===== src/rtl/riscvibe_pkg.sv =====
// -----------------------------------------------------------------------------
// riscvibe_pkg
// Shared types and constants for the RISC-Vibe pipeline front end.
//   if_id_reg_t     : IF/ID pipeline register contents
//   fetch_entry_t   : one prefetch FIFO entry {instruction, pc}
//   NOP_INSTRUCTION : addi x0, x0, 0 (bubble filler)
//   word_align()    : clear the byte offset of a fetch address
// -----------------------------------------------------------------------------
package riscvibe_pkg;

    localparam logic [31:0] NOP_INSTRUCTION = 32'h0000_0013;

    typedef struct packed {
        logic [31:0] instruction;
        logic [31:0] pc;
        logic [31:0] pc_plus_4;
        logic        valid;
    } if_id_reg_t;

    typedef struct packed {
        logic [31:0] instruction;
        logic [31:0] pc;
    } fetch_entry_t;

    function automatic logic [31:0] word_align(input logic [31:0] addr);
        return addr & 32'hFFFF_FFFC;
    endfunction

endpackage


===== src/rtl/fetch_fifo.sv =====
// -----------------------------------------------------------------------------
// fetch_fifo
// Synchronous FIFO, parametrised on entry type and depth (power of 2, >= 2).
// Ports:
//   clk, rst_n         : clock, asynchronous active-low reset
//   clear              : drop all entries; wins over push and pop
//   push, push_data    : write an entry (accepted when not full, or when a pop
//                        frees a slot in the same cycle)
//   pop                : discard the head entry (ignored when empty)
//   head               : current head entry (undefined content when empty)
//   count, full, empty : occupancy
// -----------------------------------------------------------------------------
module fetch_fifo #(
    parameter type     entry_t = logic [63:0],
    parameter int      DEPTH   = 4,
    localparam int     AW      = $clog2(DEPTH)
) (
    input  logic        clk,
    input  logic        rst_n,
    input  logic        clear,
    input  logic        push,
    input  entry_t      push_data,
    input  logic        pop,
    output entry_t      head,
    output logic [AW:0] count,
    output logic        full,
    output logic        empty
);

    localparam logic [AW:0] FULL_CNT = (AW + 1)'(DEPTH);

    entry_t      mem [DEPTH];
    logic [AW:0] wr_ptr;
    logic [AW:0] rd_ptr;
    logic        do_push;
    logic        do_pop;

    // Pointers carry one extra wrap bit so full and empty are distinguishable.
    assign count   = wr_ptr - rd_ptr;
    assign full    = (count == FULL_CNT);
    assign empty   = (wr_ptr == rd_ptr);
    assign do_pop  = pop && !empty;
    assign do_push = push && (!full || do_pop);
    assign head    = mem[rd_ptr[AW-1:0]];

    always_ff @(posedge clk or negedge rst_n) begin
        if (!rst_n) begin
            wr_ptr <= '0;
            rd_ptr <= '0;
        end else if (clear) begin
            wr_ptr <= '0;
            rd_ptr <= '0;
        end else begin
            if (do_push) wr_ptr <= wr_ptr + (AW + 1)'(1);
            if (do_pop)  rd_ptr <= rd_ptr + (AW + 1)'(1);
        end
    end

    // Storage needs no reset: nothing is read before it is written.
    always_ff @(posedge clk) begin
        if (do_push && !clear) mem[wr_ptr[AW-1:0]] <= push_data;
    end

endmodule


===== src/rtl/if_prefetch_unit.sv =====
// -----------------------------------------------------------------------------
// if_prefetch_unit
// Decoupled instruction-fetch front end. Issues word fetches to a
// variable-latency instruction memory (valid/ready request, in-order
// always-accepted response), buffers returned words in a prefetch FIFO and
// presents the head to the IF/ID register. An EX redirect flushes the FIFO and
// marks all in-flight requests for discard.
//
// Parameters: FIFO_DEPTH (pow2 >= 2), MAX_OUTSTANDING (1..FIFO_DEPTH), RESET_PC
// Ports:
//   clk, rst_n                         : clock, async active-low reset
//   redirect_valid, redirect_pc        : taken branch/jump from EX
//   imem_req_valid/ready/addr          : fetch request channel
//   imem_rsp_valid, imem_rsp_data      : fetch response channel
//   out_ready                          : IF/ID can accept
//   if_id_out                          : instruction, pc, pc_plus_4, valid
//   perf_fetch_cnt, perf_discard_cnt   : only when RISCVIBE_FETCH_PERF_EN
// Optional feature macro: RISCVIBE_FETCH_PERF_EN (performance counters).
// -----------------------------------------------------------------------------
module if_prefetch_unit
    import riscvibe_pkg::*;
#(
    parameter int          FIFO_DEPTH      = 4,
    parameter int          MAX_OUTSTANDING = 2,
    parameter logic [31:0] RESET_PC        = 32'h0000_0000
) (
    input  logic        clk,
    input  logic        rst_n,
    input  logic        redirect_valid,
    input  logic [31:0] redirect_pc,
    output logic        imem_req_valid,
    input  logic        imem_req_ready,
    output logic [31:0] imem_req_addr,
    input  logic        imem_rsp_valid,
    input  logic [31:0] imem_rsp_data,
    input  logic        out_ready,
`ifdef RISCVIBE_FETCH_PERF_EN
    output logic [31:0] perf_fetch_cnt,
    output logic [31:0] perf_discard_cnt,
`endif
    output if_id_reg_t  if_id_out
);

    localparam int OW = $clog2(MAX_OUTSTANDING + 1);
    localparam int CW = $clog2(FIFO_DEPTH) + 1;

    logic         run;
    logic [31:0]  fetch_pc;
    logic [31:0]  rsp_pc;
    logic [31:0]  target;
    logic [OW-1:0] outstanding;
    logic [OW-1:0] outstanding_nxt;
    logic [OW-1:0] discard;

    logic [CW-1:0] fifo_count;
    logic          fifo_full;
    logic          fifo_empty;
    logic          fifo_push;
    logic          fifo_pop;
    fetch_entry_t  fifo_head;
    fetch_entry_t  push_entry;

    logic          req_hs;
    logic          out_valid;
    logic [31:0]   out_pc;

    assign target = word_align(redirect_pc);

    // run holds the request channel quiet while rst_n is low; it rises on the
    // first edge after release.
    // Credit check: every accepted request owns a FIFO slot, so a response can
    // always be pushed without overflow.
    assign imem_req_valid = run
                         && (32'(outstanding) < 32'(MAX_OUTSTANDING))
                         && (32'(outstanding) + 32'(fifo_count) < 32'(FIFO_DEPTH));
    assign imem_req_addr  = fetch_pc;
    assign req_hs         = imem_req_valid && imem_req_ready;

    assign outstanding_nxt = outstanding + OW'(req_hs) - OW'(imem_rsp_valid);

    // Responses are kept only when no stale requests remain and no redirect is
    // killing this cycle's arrivals.
    assign fifo_push  = imem_rsp_valid && (discard == '0) && !redirect_valid;
    assign push_entry = '{instruction: imem_rsp_data, pc: rsp_pc};

    assign out_valid = !fifo_empty && !redirect_valid;
    assign fifo_pop  = out_valid && out_ready;

    fetch_fifo #(
        .entry_t (fetch_entry_t),
        .DEPTH   (FIFO_DEPTH)
    ) u_fifo (
        .clk       (clk),
        .rst_n     (rst_n),
        .clear     (redirect_valid),
        .push      (fifo_push),
        .push_data (push_entry),
        .pop       (fifo_pop),
        .head      (fifo_head),
        .count     (fifo_count),
        .full      (fifo_full),
        .empty     (fifo_empty)
    );

    always_ff @(posedge clk or negedge rst_n) begin
        if (!rst_n) begin
            run         <= 1'b0;
            fetch_pc    <= RESET_PC;
            rsp_pc      <= RESET_PC;
            outstanding <= '0;
            discard     <= '0;
        end else begin
            run         <= 1'b1;
            outstanding <= outstanding_nxt;
            if (redirect_valid) begin
                fetch_pc <= target;
                rsp_pc   <= target;
                // Everything still in flight after this cycle is stale,
                // including a request accepted right now.
                discard  <= outstanding_nxt;
            end else begin
                if (req_hs)    fetch_pc <= fetch_pc + 32'd4;
                if (fifo_push) rsp_pc   <= rsp_pc + 32'd4;
                if (imem_rsp_valid && (discard != '0)) discard <= discard - OW'(1);
            end
        end
    end

    // When empty the pc shown is the next one expected, so the reset view is
    // {NOP, RESET_PC, RESET_PC+4, 0}.
    always_comb begin
        out_pc                = rsp_pc;
        if_id_out.instruction = NOP_INSTRUCTION;
        if (!fifo_empty) begin
            out_pc                = fifo_head.pc;
            if_id_out.instruction = fifo_head.instruction;
        end
        if_id_out.pc        = out_pc;
        if_id_out.pc_plus_4 = out_pc + 32'd4;
        if_id_out.valid     = out_valid;
    end

`ifdef RISCVIBE_FETCH_PERF_EN
    logic        rsp_dropped;
    logic [31:0] flushed;

    assign rsp_dropped = imem_rsp_valid && !fifo_push;
    assign flushed     = redirect_valid ? 32'(fifo_count) : 32'd0;

    always_ff @(posedge clk or negedge rst_n) begin
        if (!rst_n) begin
            perf_fetch_cnt   <= '0;
            perf_discard_cnt <= '0;
        end else begin
            perf_fetch_cnt   <= perf_fetch_cnt + 32'(fifo_pop);
            perf_discard_cnt <= perf_discard_cnt + 32'(rsp_dropped) + flushed;
        end
    end
`endif

    // Memory must never answer a request it was not given.
    a_rsp_has_owner: assert property (@(posedge clk) disable iff (!rst_n)
        imem_rsp_valid |-> (outstanding != '0));

    // Credit scheme must make a push into a full FIFO coincide with a pop.
    a_no_overflow: assert property (@(posedge clk) disable iff (!rst_n)
        (fifo_push && fifo_full) |-> fifo_pop);

endmodule


===== config.mk =====
export PLATFORM = sky130hd
export DESIGN_NAME = if_prefetch_unit
export DESIGN_NICKNAME = d
export VERILOG_FILES = /design/src/rtl/riscvibe_pkg.sv /design/src/rtl/fetch_fifo.sv /design/src/rtl/if_prefetch_unit.sv
export SDC_FILE = /design/constraint.sdc
export NUM_CORES = 1
export LEC_CHECK = 0
export BUFFER_PORTS_ARGS = -buffer_cell sky130_fd_sc_hd__buf_4
export CAP_MARGIN = 20
export CORE_MARGIN = 8
export CORE_UTILIZATION = 52
export DETAILED_ROUTE_END_ITERATION = 8
export PLACE_DENSITY = 0.79
export SYNTH_ARGS = -nofsm -noshare
export SYNTH_HDL_FRONTEND = slang
export SYNTH_SLANG_ARGS = --single-unit

===== constraint.sdc =====
create_clock -name clk -period 5 [get_ports clk]
set_input_delay 0.25 -clock clk [delete_from_list [all_inputs] [get_ports clk]]
set_output_delay 0.25 -clock clk [all_outputs]
set_load 0.03 [all_outputs]

==> reports/metrics.cfg <==
[grt]
grt_overflow=0
grt.busiest_layer=met2
grt.total_usage=0.212
grt_max_degree=72
grt_pass1_wl_um=55500
grt_util_met1=0.279
grt_antenna_before_repair=0
groute.layer.met3.usage=0.0522
grt_pass1_vias=9795
use_met2=0.337

[timing]
period_share=0.909
setup_tns_ns=0
max_freq_ghz=0.220
worst_pin_slew_ns=1.06
setup_slack_ns=0.455
rsz0062_at_grt=no
finalMaxSlewViolations=0
slew_headroom=0.290
finalHoldViolations=0
setup_viol=0
period_needed_ns=4.55
clock_skew_ns=0.0137

[route]
wl_per_cell_um=21.7
wirelength_um=35400
dr.first_iter.drc_count=805
firstDrtPassIters=6
drc_errors=0
vias=9354
antenna_left=0
viasPerCell=5.74

[synth]
ys_warn_count=0
synth_ff_type=edfxtp_1
synth_area_mm2=0.0146
synth-edff-count=248
synthCells=969
synthArstFlopShare=0.223
syn_area_per_cell_um2=15.1
ys_ff_latch=319
ys_types=65
seq_area_frac_synth=0.631

[die]
rows=61
die_y_um=184
core_mm2=0.0277
initial_core_util=0.527
ios=200
die_width_um=184
die_area_mm2=0.0337

[run]
drv_cap=0

[clock_tree]
clk_latency_ns=0.52
cts.htree.levels=2
cts_buffer_depth=3
cts_buffers=34
cts.clk_slew.worst_paths_ns=0.06
cts_tree=yes
cts_root_buf=clkbuf_16
clock_sinks=319

[final_layout]
syn2layout_area_growth_pct=23.5
fillers=1905
layout-drive-gt1-share=0.313
fin_nets=1311
multiInputGateArea_mm2=0.00506
final_cells=1629
n_antenna_cell=0
ff_latch_area_mm2=0.00923

[hold_path]
hold_path_class=in2reg

[setup_path]
crit_required_ns=4.75
end_kind=output port
cp-start-kind=register
critPathBufInv=2
critPathTopFamily=XOR/XNOR gates
criticalPathCategory=reg2out
worstPathCellList=xor2_2 -> o21ai_1 -> and2_1 -> inv_1 -> ha_1 -> a21boi_0 -> and4_1 -> nand4_1 -> xnor2_2 -> buf_4
slowest_delay_ns=0.85
worstPathArrival_ns=4.30
critPathSlowestCell=xor2_2
crit_fanout=18

[placement]
portBuffers=191
place_ws_ns=1.08
gp_congestion=0.893
place_inst=1511
dp_hpwl_um=23500

[power_and_ir_drop]
ir_drop_mv=0.380
power_density_mw_per_mm2=559
leakage_uw=0.00668

[status]
status=finished, final reports clean

## registers in the layout, summed over array words and instances, names as in the netlist
register	count
u_fifo.wr_ptr	3
discard	2
imem_req_addr	30
u_fifo.mem	248
rsp_pc	30
run	1
outstanding	2
u_fifo.rd_ptr	3
## cell usage in the layout, fill, tap and decap left out, types with 6 or more instances in the layout
cell and instances:
mux4_2 61, mux2i_1 12, dfrtp_1 69, and4_1 8
nand2_1 104, nand3_1 35, conb_1 7, dlygate4sd3_1 57
a21oi_1 17, nor3_1 7, ha_1 14, buf_4 203
mux2_2 42, xnor2_2 6, xnor2_1 43, inv_1 18
nand4_1 21, and2_1 41, and3_1 14, o21ai_0 13
clkbuf_16 34, clkinv_1 7, nor2_1 34, edfxtp_1 248
clkbuf_1 8, xor2_1 38
## cell usage after synthesis, drive strengths merged (2+ instances only)
library cell	n	area (um^2)
edfxtp	248	7450
nor4	5	31.3
inv	19	71.3
o21ai	18	90.1
a31oi	5	31.3
o22ai	4	38.8
and3	14	87.6
and2	45	282
or3b	2	17.5
nor3b	4	30.0
o211ai	8	83.8
nand2b	3	18.8
or3	4	28.8
a21oi	17	85.1
and4	8	70.1
conb	2	7.51
dfrtp	71	1780
ha	14	175
nor3	8	45.0
xor2	39	349
buf	23	198
mux4	62	1400
mux2i	12	120
xnor2	49	437
nor2	35	131
a22oi	4	57.6
nand2	106	400
nand4	23	165
clkbuf	24	120
or2	3	18.8
nand3	35	175
mux2	42	473
## power breakdown
part	total (uW)	internal [uW]	switching (uW)
logic	4450	1640	2810
clock network	2380	1380	1000
registers	3240	3070	166
total	10100	6090	3980
## metrics by stage
step	power (uW)	cell area (um^2)	utilization	hold slack, ns
final	10100	18000	0.651	0.0208
after global routing	10500	18000	0.651	0.0197
after CTS	10100	18000	0.651	0.000643
after detailed placement	7720	16400	0.593	0.447
after global placement	7650	16400	0.593	0.449
after floorplan	6230	14700	-	-0.0456
## path summary, 6_finish.rpt
path                             startpoint           endpoint  slack [ns]  cells past startpoint
setup / recovery           u_fifo.wr_ptr[2]      if_id_out[29]        0.45                     10
hold / removal               redirect_pc[8]          rsp_pc[8]        0.02                      3
setup reg to reg           u_fifo.wr_ptr[0]  u_fifo.mem[1][34]        1.62                      9
hold reg to reg            u_fifo.wr_ptr[0]   u_fifo.wr_ptr[0]        0.55                      1
max in group asynchronous             rst_n   u_fifo.rd_ptr[0]        3.86                      2
min in group asynchronous             rst_n  imem_req_addr[18]        0.41                      2
## worst register-to-register path: cells and delay by family (launching register included)
| kind | cells | cell delay [ns] |
|---|---|---|
| AOI/OAI and AO/OA | 1 | 0.45 |
| adders and majority gates | 1 | 0.35 |
| buffers and inverters | 3 | 0.70 |
| DFF | 1 | 0.41 |
| and+or+nand+nor | 4 | 1.14 |
## layer usage
layer | up-vias | wire [um]
li1 | 4145 | -
met1 | 4620 | 14000
met2 | 492 | 16700
met3 | 97 | 3390
met4 | 0 | 1240
met5 | - | 0
## logic make-up after synthesis
group           count (synthesis)  synth area share
flops                         319             0.631
buf+inv                        67            0.0269
fa+ha+maj                      15            0.0134
simple gates                  298             0.105
mux                           116             0.136
xor+xnor                       89            0.0555
compound gates                 63            0.0310
other cells                     2          0.000514
## final cells by class
class / count / area share
flip-flops and latches: 319 / 0.512
repair buffers: 263 / 0.119
clock inverters: 18 / 0.00853
multi-input cells: 588 / 0.280
inverters: 20 / 0.00416
clock buffers: 43 / 0.0496
well taps: 378 / 0.0262
## timing repair
action                                 CTS  global route
buffers inserted                         0             0
endpoints found under the hold margin  243             0
resized for setup                        0             0
hold buffers                            57             0
Note: power is estimated with default switching activity, not from simulation.
